File: config.mk
export PLATFORM = sky130hd
export DESIGN_NAME = offset_search_ctrl
export DESIGN_NICKNAME = d
export VERILOG_FILES = /design/src/rtl/offset_search_ctrl_pkg.sv /design/src/rtl/offset_search_timer.sv /design/src/rtl/offset_search_ctrl.sv
export SDC_FILE = /design/constraint.sdc
export NUM_CORES = 1
export LEC_CHECK = 0
export CELL_PAD_IN_SITES_DETAIL_PLACEMENT = 1
export CELL_PAD_IN_SITES_GLOBAL_PLACEMENT = 1
export CORE_MARGIN = 5
export CORE_UTILIZATION = 38
export CTS_BUF_LIST = sky130_fd_sc_hd__clkbuf_2 sky130_fd_sc_hd__clkbuf_4 sky130_fd_sc_hd__clkbuf_8
export DETAILED_ROUTE_END_ITERATION = 6
export PLACE_DENSITY_LB_ADDON = 0.05
export RECOVER_POWER = 25
export SETUP_SLACK_MARGIN = 0.05
export SLEW_MARGIN = 20
export SYNTH_ARGS = -nofsm -noshare
export SYNTH_HDL_FRONTEND = slang
export SYNTH_SLANG_ARGS = --single-unit
File: constraint.sdc
create_clock -name clock -period 3.6 [get_ports clock]
set_clock_uncertainty 0.2 [all_clocks]
set_input_delay 0.9 -clock clock [delete_from_list [all_inputs] [get_ports clock]]
set_output_delay 0.9 -clock clock [all_outputs]
set_load 0.02 [all_outputs]
File: src/rtl/offset_search_ctrl_pkg.sv
// Shared definitions for the RX sampling-offset search controller:
// FSM state encoding, default parameter values and a counter-width helper.
package offset_search_ctrl_pkg;

  typedef enum logic [2:0] {
    ST_IDLE,
    ST_SETTLE,
    ST_MEASURE,
    ST_EVAL,
    ST_APPLY,
    ST_HOLD
  } state_t;

  localparam int DEF_OS          = 4;
  localparam int DEF_NB_OFF      = 2;
  localparam int DEF_NB_CNT      = 64;
  localparam int DEF_MEAS_BITS   = 511;
  localparam int DEF_SETTLE_CYC  = 16;
  localparam int DEF_TIMEOUT_CYC = 65535;
  localparam int DEF_LOCK_THR    = 0;

  // Width of a down-counter that must hold LIMIT-1; at least one bit.
  function automatic int cnt_width(input int limit);
    return (limit > 1) ? $clog2(limit) : 1;
  endfunction

endpackage

File: src/rtl/offset_search_timer.sv
// Loadable down-counter with a zero flag.
// load reloads LIMIT-1; count decrements until zero and then holds, so a
// state that exits on zero lasts exactly LIMIT cycles after a load on entry.
// Ports:
//   clock, reset  clock / synchronous active-high reset
//   load          reload the counter to LIMIT-1 (wins over count)
//   count         decrement enable
//   zero          counter is zero
module offset_search_timer
  import offset_search_ctrl_pkg::*;
#(
  parameter int LIMIT = 16
) (
  input  logic clock,
  input  logic reset,
  input  logic load,
  input  logic count,
  output logic zero
);

  localparam int W = cnt_width(LIMIT);

  logic [W-1:0] cnt;

  always_ff @(posedge clock) begin
    if (reset)
      cnt <= '0;
    else if (load)
      cnt <= W'(LIMIT - 1);
    else if (count && (cnt != '0))
      cnt <= cnt - 1'b1;
  end

  assign zero = (cnt == '0);

endmodule

File: src/rtl/offset_search_ctrl.sv
// RX sampling-offset search controller.
// Sweeps offsets 0..OS-1, measures the BER of a fixed bit window at each one,
// then applies and holds the offset with the fewest errors (lowest offset on
// ties). Windows that hit the watchdog are invalid and never selected; if all
// windows are invalid the sweep ends in IDLE with o_fail set.
// Ports:
//   clock, reset     clock / synchronous active-high reset
//   i_start          pulse: start or restart a sweep (ignored while busy)
//   i_error_count    BER block error count
//   i_bit_count      BER block bit count
//   o_offset         sampling offset to the datapath
//   o_rx_enable      RX/BER enable to the datapath
//   o_reset_ber      BER counter clear to the datapath
//   o_busy           sweep in progress
//   o_done           one-cycle pulse when the selected offset is in use
//   o_locked         selected offset held and its errors <= LOCK_THR
//   o_fail           last sweep found no valid window
//   o_best_offset    selected offset
//   o_best_errors    error count of the selected window
module offset_search_ctrl
  import offset_search_ctrl_pkg::*;
#(
  parameter int OS          = DEF_OS,
  parameter int NB_OFF      = DEF_NB_OFF,
  parameter int NB_CNT      = DEF_NB_CNT,
  parameter int MEAS_BITS   = DEF_MEAS_BITS,
  parameter int SETTLE_CYC  = DEF_SETTLE_CYC,
  parameter int TIMEOUT_CYC = DEF_TIMEOUT_CYC,
  parameter int LOCK_THR    = DEF_LOCK_THR
) (
  input  logic              clock,
  input  logic              reset,
  input  logic              i_start,
  input  logic [NB_CNT-1:0] i_error_count,
  input  logic [NB_CNT-1:0] i_bit_count,
  output logic [NB_OFF-1:0] o_offset,
  output logic              o_rx_enable,
  output logic              o_reset_ber,
  output logic              o_busy,
  output logic              o_done,
  output logic              o_locked,
  output logic              o_fail,
  output logic [NB_OFF-1:0] o_best_offset,
  output logic [NB_CNT-1:0] o_best_errors
);

  localparam logic [NB_OFF-1:0] OFF_LAST = NB_OFF'(OS - 1);
  localparam logic [NB_CNT-1:0] MEAS_LIM = NB_CNT'(MEAS_BITS);
  localparam logic [NB_CNT-1:0] LOCK_LIM = NB_CNT'(LOCK_THR);

  state_t state, next_state;

  logic              settle_zero, wdog_zero;
  logic              settle_load, wdog_load;
  logic              meas_done, sweep_start, apply_end, best_upd;
  logic              win_valid, any_valid;
  logic [NB_CNT-1:0] err_q, best_err, best_err_nxt;
  logic [NB_OFF-1:0] best_off, best_off_nxt;

  assign meas_done = (i_bit_count >= MEAS_LIM);

  // Settle timer serves both SETTLE and APPLY; the watchdog serves MEASURE.
  // Both reload on the edge that enters their state.
  assign settle_load = (next_state != state) &&
                       ((next_state == ST_SETTLE) || (next_state == ST_APPLY));
  assign wdog_load   = (next_state != state) && (next_state == ST_MEASURE);

  offset_search_timer #(.LIMIT(SETTLE_CYC)) u_settle (
    .clock (clock),
    .reset (reset),
    .load  (settle_load),
    .count ((state == ST_SETTLE) || (state == ST_APPLY)),
    .zero  (settle_zero)
  );

  offset_search_timer #(.LIMIT(TIMEOUT_CYC)) u_wdog (
    .clock (clock),
    .reset (reset),
    .load  (wdog_load),
    .count (state == ST_MEASURE),
    .zero  (wdog_zero)
  );

  always_ff @(posedge clock) begin
    if (reset) state <= ST_IDLE;
    else       state <= next_state;
  end

  always_comb begin
    next_state  = state;
    sweep_start = 1'b0;
    apply_end   = 1'b0;
    best_upd    = 1'b0;
    case (state)
      ST_IDLE, ST_HOLD: begin
        if (i_start) begin
          sweep_start = 1'b1;
          next_state  = ST_SETTLE;
        end
      end
      ST_SETTLE:  if (settle_zero) next_state = ST_MEASURE;
      ST_MEASURE: if (meas_done || wdog_zero) next_state = ST_EVAL;
      ST_EVAL: begin
        // Strict compare keeps the earlier (lower) offset on ties.
        best_upd   = win_valid && (err_q < best_err);
        next_state = (o_offset == OFF_LAST) ? ST_APPLY : ST_SETTLE;
      end
      ST_APPLY: begin
        if (settle_zero) begin
          apply_end  = 1'b1;
          next_state = any_valid ? ST_HOLD : ST_IDLE;
        end
      end
      default: next_state = ST_IDLE;
    endcase
  end

  // Offset chosen for APPLY must include the update made by the last EVAL.
  assign best_err_nxt = best_upd ? err_q    : best_err;
  assign best_off_nxt = best_upd ? o_offset : best_off;

  // Outputs are registered from next_state so they switch on the same edge
  // as the state they belong to.
  always_ff @(posedge clock) begin
    if (reset) begin
      err_q       <= '0;
      win_valid   <= 1'b0;
      any_valid   <= 1'b0;
      best_err    <= '1;
      best_off    <= '0;
      o_offset    <= '0;
      o_rx_enable <= 1'b0;
      o_reset_ber <= 1'b1;
      o_busy      <= 1'b0;
      o_done      <= 1'b0;
      o_locked    <= 1'b0;
      o_fail      <= 1'b0;
    end else begin
      o_rx_enable <= next_state inside {ST_MEASURE, ST_HOLD};
      o_reset_ber <= next_state inside {ST_IDLE, ST_SETTLE, ST_APPLY};
      o_busy      <= next_state inside {ST_SETTLE, ST_MEASURE, ST_EVAL, ST_APPLY};
      o_done      <= apply_end && any_valid;

      if ((state == ST_MEASURE) && (next_state == ST_EVAL)) begin
        err_q     <= i_error_count;
        win_valid <= meas_done;
      end

      if (sweep_start) begin
        best_err  <= '1;
        best_off  <= '0;
        any_valid <= 1'b0;
        o_offset  <= '0;
        o_locked  <= 1'b0;
        o_fail    <= 1'b0;
      end

      if (state == ST_EVAL) begin
        best_err <= best_err_nxt;
        best_off <= best_off_nxt;
        if (win_valid) any_valid <= 1'b1;
        o_offset <= (next_state == ST_APPLY) ? best_off_nxt : o_offset + 1'b1;
      end

      if (apply_end) begin
        if (any_valid) begin
          o_locked <= (best_err <= LOCK_LIM);
        end else begin
          o_fail   <= 1'b1;
          o_offset <= '0;
        end
      end
    end
  end

  assign o_best_offset = best_off;
  assign o_best_errors = best_err;

endmodule

==> flow_summary.toml, run 1 <==
[worst_setup_path]
timing_worst_setup_path_type = "flop to flop"
crit_arrival_ps = 3410
crit_path_max_fanout = 23
critPathLaunchType = "flop"
crit_required_ps = 3730
r2r_cells = 12
r2r_setup_slack_ps = 320
r2r-end = "o_best_errors[29]"
timing.rr.start = "o_best_errors[47]"
endpoint_kind = "flop"

[hold_path]
hold_path_class = "flop to flop"
min_to = "o_fail"
holdCritStartpoint = "o_fail"
whs_path_depth = 2

[pwr]
ir_worst_vdd_v = 0.000187
p_leak_nw = 5.20
power_density_nw_per_um2 = 361
total_power_w = 0.00397

[timing]
period_share_pct = 91.2
finalSetupTns_ps = 0
rsz0062_at_grt = "no"
fin_crit_ps = 3280
tightest_slew_ps = 684
setup_viol = 0
maxSlewViolCount = 0
hold_violations = 0
fmax_mhz = 305
relSlewSlack_pct = 54.0
holdWs_ps = 312

[routing]
ant_nets = 0
vias = 7573
wl_mm = 25.7
vias_per_cell = 5.30
first_pass_iters = 4
initialDrtViolationCount = 217
drc = 0
wl_per_cell_um = 18.0

[cells_and_area]
layout-drive-gt1-share_pct = 5.66
final_nets = 1333
antenna_cells = 0
nFillCells = 2536
syn_to_final_growth_pct = 33.1
finalInstanceArea_um2 = 11000

[logic_synthesis]
synth.distinct_cells = 55
async_flop_share_pct = 0
synth.top_cells.by_area = "dfxtp_1 40%, ha_1 10%, mux2i_1 8.0%, nor2_1 6.9%, o21bai_1 5.8%"
synthCells = 942
netlist.area_leader.share_pct = 39.5
synth_area_um2 = 8260
synth_edf_count = 0
ys_ff_latch = 163
ys.flop_type = "dfxtp_1"
yosysSeqAreaShare_pct = 39.5
ys_warn_count = 0
syn_area_per_cell_um2 = 8.77
yosys.area.top_type = "dfxtp_1"
syn_nets = 1139

[global_routing]
use_met1_pct = 25.9
grt_pass1_vias = 7667
grt_pass1_wl_mm = 40.7
grt_antenna_before_repair = 0
grt_usage_pct = 20.6
grt-ovfl-total = 0
grt_max_degree = 48
grt.busiest_layer = "met2"
grtUsageMet2_pct = 35.9
grt_util_met3_pct = 5.22

[die]
start_util_pct = 38.2
die_y_um = 157
die_w_um = 157
die-area_um2 = 24800
ios = 205
core.rowCount = 54
core_area_um2 = 21600

[cts]
cts_tree = "yes"
post_cts_buffers = 0
cts_buffers = 17
path_clk_slew_ps = 90
cts_hold_buffers = 0
clock_sinks = 163
cts_buffer_depth = 2
cts_root_buffer = "clkbuf_8"
insertion_delay_ps = 450
cts-htree-levels = 4

[placed_design]
dpl_cell_area_um2 = 10600
place.gp.congestion = 0.826
dpl.hpwl_mm = 19.5
numPortBuffers = 204

[job]
maxCapViolations = 0

[run_status]
outcome = "finished clean"
-- critical path, cell delays in order (launching register included) --
cell	delay, ps
dfxtp_1	420
inv_1	70
ha_1	290
nand4_1	180
nor4_2	340
buf_4	200
nor4bb_1	370
a221oi_2	140
buf_4	180
o21a_2	230
buf_4	230
nor3_1	220
o21bai_1	80
-- sequential cells by signal, indices dropped and copies added (netlist names), 2 cells and up --
register       cells
err_q             64
o_best_errors     64
u_wdog.cnt        16
u_settle.cnt       4
state              3
o_best_offset      2
o_offset           2
-- layer usage --
layer	vias to the layer above	routed length, µm
met2	190	12600
met4	0	235
met1	3656	11400
met5	-	0
li1	3712	-
met3	15	1500
-- repair_timing --
action | CTS | global route
endpoints found under the setup margin | 0 | 55
gates resized for setup | 0 | 4
hold endpoints to repair | 0 | 0
-- per-stage QoR --
step	util (%)	setup WS, ps	std cells
2_1_floorplan	-	731	942
3_3_place_gp	49.0	203	1397
3_5_place_dp	49.0	155	1397
4_1_cts	50.9	71.4	1429
5_1_grt	50.9	42.2	1429
6_report	50.9	318	1429
-- area by class of cell --
type	instances	area [µm²]	share of cell area [%]
multi-input combinational	661	4460	40.5
sequential	163	3260	29.7
clock buffer	21	277	2.52
tap	280	350	3.19
inverter	68	255	2.32
clock inverter	11	129	1.17
timing repair buffer	225	2260	20.6
-- cells by family (layout without fill, tap and decap cells) --
logic type / after synthesis / in the layout / synth area share, %
adders and majority gates: 66 / 66 / 10.0
xor gates and xnor gates: 19 / 19 / 2.02
muxes: 66 / 66 / 8.00
AOI/OAI and AO/OA: 159 / 159 / 13.3
and+or+nand+nor: 351 / 351 / 20.6
buffers and inverters: 118 / 325 / 6.58
DFF: 163 / 163 / 39.5
-- Yosys cell counts (2+ instances only) --
| master | count |
|---|---|
| dfxtp_1 | 163 |
| nor2_1 | 152 |
| nor3_1 | 78 |
| inv_1 | 68 |
| ha_1 | 66 |
| mux2i_1 | 66 |
| o21bai_1 | 64 |
| a21oi_1 | 39 |
| nor4_1 | 36 |
| clkbuf_1 | 31 |
| nand2_1 | 28 |
| nand4_1 | 21 |
| a21o_1 | 11 |
| o21ai_0 | 10 |
| xor2_1 | 10 |
| xnor2_1 | 9 |
| buf_2 | 8 |
| nand3_1 | 7 |
| o21a_1 | 6 |
| a211oi_1 | 5 |
| buf_8 | 5 |
| nand2b_1 | 4 |
| a31oi_1 | 3 |
| buf_4 | 3 |
| buf_6 | 3 |
| nand3b_1 | 3 |
| o211ai_1 | 3 |
| or4_1 | 3 |
| or4_4 | 3 |
| a2111oi_0 | 2 |
| a221oi_1 | 2 |
| and2_1 | 2 |
| and3b_1 | 2 |
| and4_1 | 2 |
| o21a_2 | 2 |
| o221ai_1 | 2 |
| or3_1 | 2 |
-- worst max-delay path by stage --
stage	start	to	cells past startpoint
6_report	o_best_errors[47]	o_best_errors[29]	12
5_1_grt	o_best_errors[1]	o_best_errors[24]	11
4_1_cts	o_best_errors[6]	o_best_errors[51]	12
3_5_place_dp	o_best_errors[6]	o_best_errors[40]	12
3_3_place_gp	o_best_errors[1]	o_best_errors[35]	11
2_1_floorplan	o_best_errors[6]	o_best_errors[25]	12
-- report_power, final --
part / internal [W] / total (W) / switching (W) / leakage, nW
Combinational: 0.000327 / 0.000636 / 0.000309 / 3.68
Clock: 0.000672 / 0.00137 / 0.000700 / 0.191
Sequential: 0.00188 / 0.00196 / 0.0000760 / 1.32
-- cells in the final DEF (no fill, tap or decap), types with 35 or more instances in the layout --
| cell type | synthesis | routed |
|---|---|---|
| o21bai_1 | 64 | 64 |
| inv_1 | 68 | 68 |
| nor3_1 | 78 | 78 |
| nor4_1 | 36 | 35 |
| ha_1 | 66 | 66 |
| a21oi_1 | 39 | 39 |
| nor2_1 | 152 | 152 |
| dlygate4sd3_1 | 0 | 43 |
| mux2i_1 | 66 | 66 |
| dfxtp_1 | 163 | 163 |
| clkdlybuf4s50_1 | 0 | 160 |
No activity file was read; power rests on OpenSTA's default activity.
==> run 2, diff against run 1 <==
--- a/config.mk
+++ b/config.mk
@@ -5,10 +5,9 @@
 export SDC_FILE = /design/constraint.sdc
 export NUM_CORES = 1
 export LEC_CHECK = 0
-export CELL_PAD_IN_SITES_DETAIL_PLACEMENT = 1
-export CELL_PAD_IN_SITES_GLOBAL_PLACEMENT = 1
+export CAP_MARGIN = 20
 export CORE_MARGIN = 5
-export CORE_UTILIZATION = 38
+export CORE_UTILIZATION = 45
 export CTS_BUF_LIST = sky130_fd_sc_hd__clkbuf_2 sky130_fd_sc_hd__clkbuf_4 sky130_fd_sc_hd__clkbuf_8
 export DETAILED_ROUTE_END_ITERATION = 6
 export PLACE_DENSITY_LB_ADDON = 0.05
==> run 2 against run 1 <==
Power shrank 1.6%. Non-clock buffer count fell by 2. The run now ends with max-capacitance violations, max-slew violations left. Sequential power about the same. Utilization increased by 9.4 points. Critical path type unchanged. Combinational power is 1% lower. Critical endpoint is now o_best_errors[12]. First-iteration DRC count is 65% higher. Largest cell class unchanged. Setup slack gained 37 ps.
==> flow_summary.toml, run 2 (synthesis results as in run 1) <==
[timing]
tightest_slew_ps = 1870
maxSlewViolCount = 93
rsz0062_at_grt = "no"
setup_viol = 0
fin_crit_ps = 3240
period_share_pct = 90.1
fmax_mhz = 308
hold_violations = 0
finalSetupTns_ps = 0
holdWs_ps = 299
relSlewSlack_pct = -24.7

[cts]
cts-htree-levels = 4
cts_buffers = 17
cts_tree = "yes"
path_clk_slew_ps = 90
insertion_delay_ps = 460
cts_resized = 0
cts_root_buffer = "clkbuf_8"
post_cts_buffers = 0
cts_hold_buffers = 0
clock_sinks = 163
cts_buffer_depth = 2

[routing]
wl_per_cell_um = 16.5
first_pass_iters = 4
vias = 7280
drc = 0
initialDrtViolationCount = 357
vias_per_cell = 5.29
wl_mm = 22.7
ant_nets = 0

[pwr]
p_leak_nw = 5.18
power_density_nw_per_um2 = 359
ir_worst_vdd_v = 0.000244

[placed_design]
dpl.hpwl_mm = 16.6
numPortBuffers = 204
place.gp.congestion = 0.847

[die]
ios = 205
start_util_pct = 45.8
core.rowCount = 49
die_w_um = 145
die_y_um = 145
core_area_um2 = 18000
die-area_um2 = 21200

[cells_and_area]
final_nets = 1331
syn_to_final_growth_pct = 31.5
nFillCells = 1686
layout-drive-gt1-share_pct = 5.41
layout_common_cells = "163 x dfxtp_1, 160 x clkdlybuf4s50_1, 152 x nor2_1"
layout_commonest_cell = "dfxtp_1"
antenna_cells = 0

[worst_setup_path]
timing_worst_setup_path_type = "flop to flop"
crit_path_end = "o_best_errors[12]"
timing.rr.start = "o_best_errors[1]"
cp-startpoint = "o_best_errors[1]"
crit_path_max_fanout = 31
r2r-end = "o_best_errors[12]"
critPathLaunchType = "flop"
crit_arrival_ps = 3440
endpoint_kind = "flop"
crit_required_ps = 3790
r2r_setup_slack_ps = 360
r2r_cells = 11

[global_routing]
grt_pass1_wl_mm = 37.4
grt_pass1_vias = 7232
grt_antenna_before_repair = 0
grt_usage_pct = 21.4
grt_max_degree = 93
grt-ovfl-total = 0

[run_status]
violations = "max-capacitance violations, max-slew violations"
outcome = "complete, but fails checks"

[hold_path]
hold_path_class = "flop to flop"
whs_path_depth = 2

[job]
maxCapViolations = 1
[run 2: cell types whose count changed in the layout (fill, tap and decap cells not counted), sizes merged]
cell and change:
buf -4, clkinv +4, clkinvlp -4, clkbuf +2, inv -1
[run 2: worst min path at each step]
stage,start,end,slack [ps]
global placement,o_fail,o_fail,280
CTS,o_fail,o_fail,310
detailed placement,o_fail,o_fail,280
global route,o_best_offset[1],o_best_offset[1],340
finish,o_fail,o_fail,300
floorplan,err_q[0],err_q[0],270
[run 2: per-stage QoR]
| step | total power [W] | worst slack (ps) | cells | area (µm²) | util [%] |
|---|---|---|---|---|---|
| finish | 0.00390 | 355 | 1375 | 10900 | 60.3 |
| global route | 0.00410 | 138 | 1375 | 10900 | 60.3 |
| CTS | 0.00396 | 315 | 1375 | 10900 | 60.4 |
| detailed placement | 0.00265 | -1.82 | 1344 | 10500 | 58.3 |
| global placement | 0.00264 | 13.5 | 1344 | 10500 | 58.3 |
| floorplan | 0.00239 | 731 | 942 | 8260 | - |
[run 2: area by class of cell]
cell class | count | area (µm²) | area share (%)
Sequential cell | 163 | 3260 | 30.0
Inverter | 68 | 255 | 2.35
Multi-Input combinational cell | 661 | 4450 | 41.0
Tap cell | 229 | 287 | 2.64
Timing Repair Buffer | 223 | 2230 | 20.5
Clock buffer | 21 | 270 | 2.49
Clock inverter | 10 | 110 | 1.01
[run 2: per-layer routing]
metal	vias to the layer above	global-route usage (%)	share of wire [%]	routed length (µm)
li1	3703	-	-	-
met1	3345	27.6	45	10300
met2	214	35.8	47	10700
met3	18	6.07	6.8	1550
met4	0	4.90	0.95	217
met5	-	0	0	0
[run 2: power by group]
group | switching [W] | internal, W | leakage [nW]
Clock | 0.000668 | 0.000649 | 0.199
Combinational | 0.000300 | 0.000326 | 3.66
Sequential | 0.0000750 | 0.00188 | 1.32
[run 2: worst max-delay path: stages, from the launching register on]
cell,delay [ps]
dfxtp_1,340
inv_1,50
ha_1,270
a2111oi_0,400
o21ai_0,200
a211o_1,350
a221oi_1,440
buf_4,220
o21a_2,260
buf_12,230
nor3_1,70
o21bai_1,130
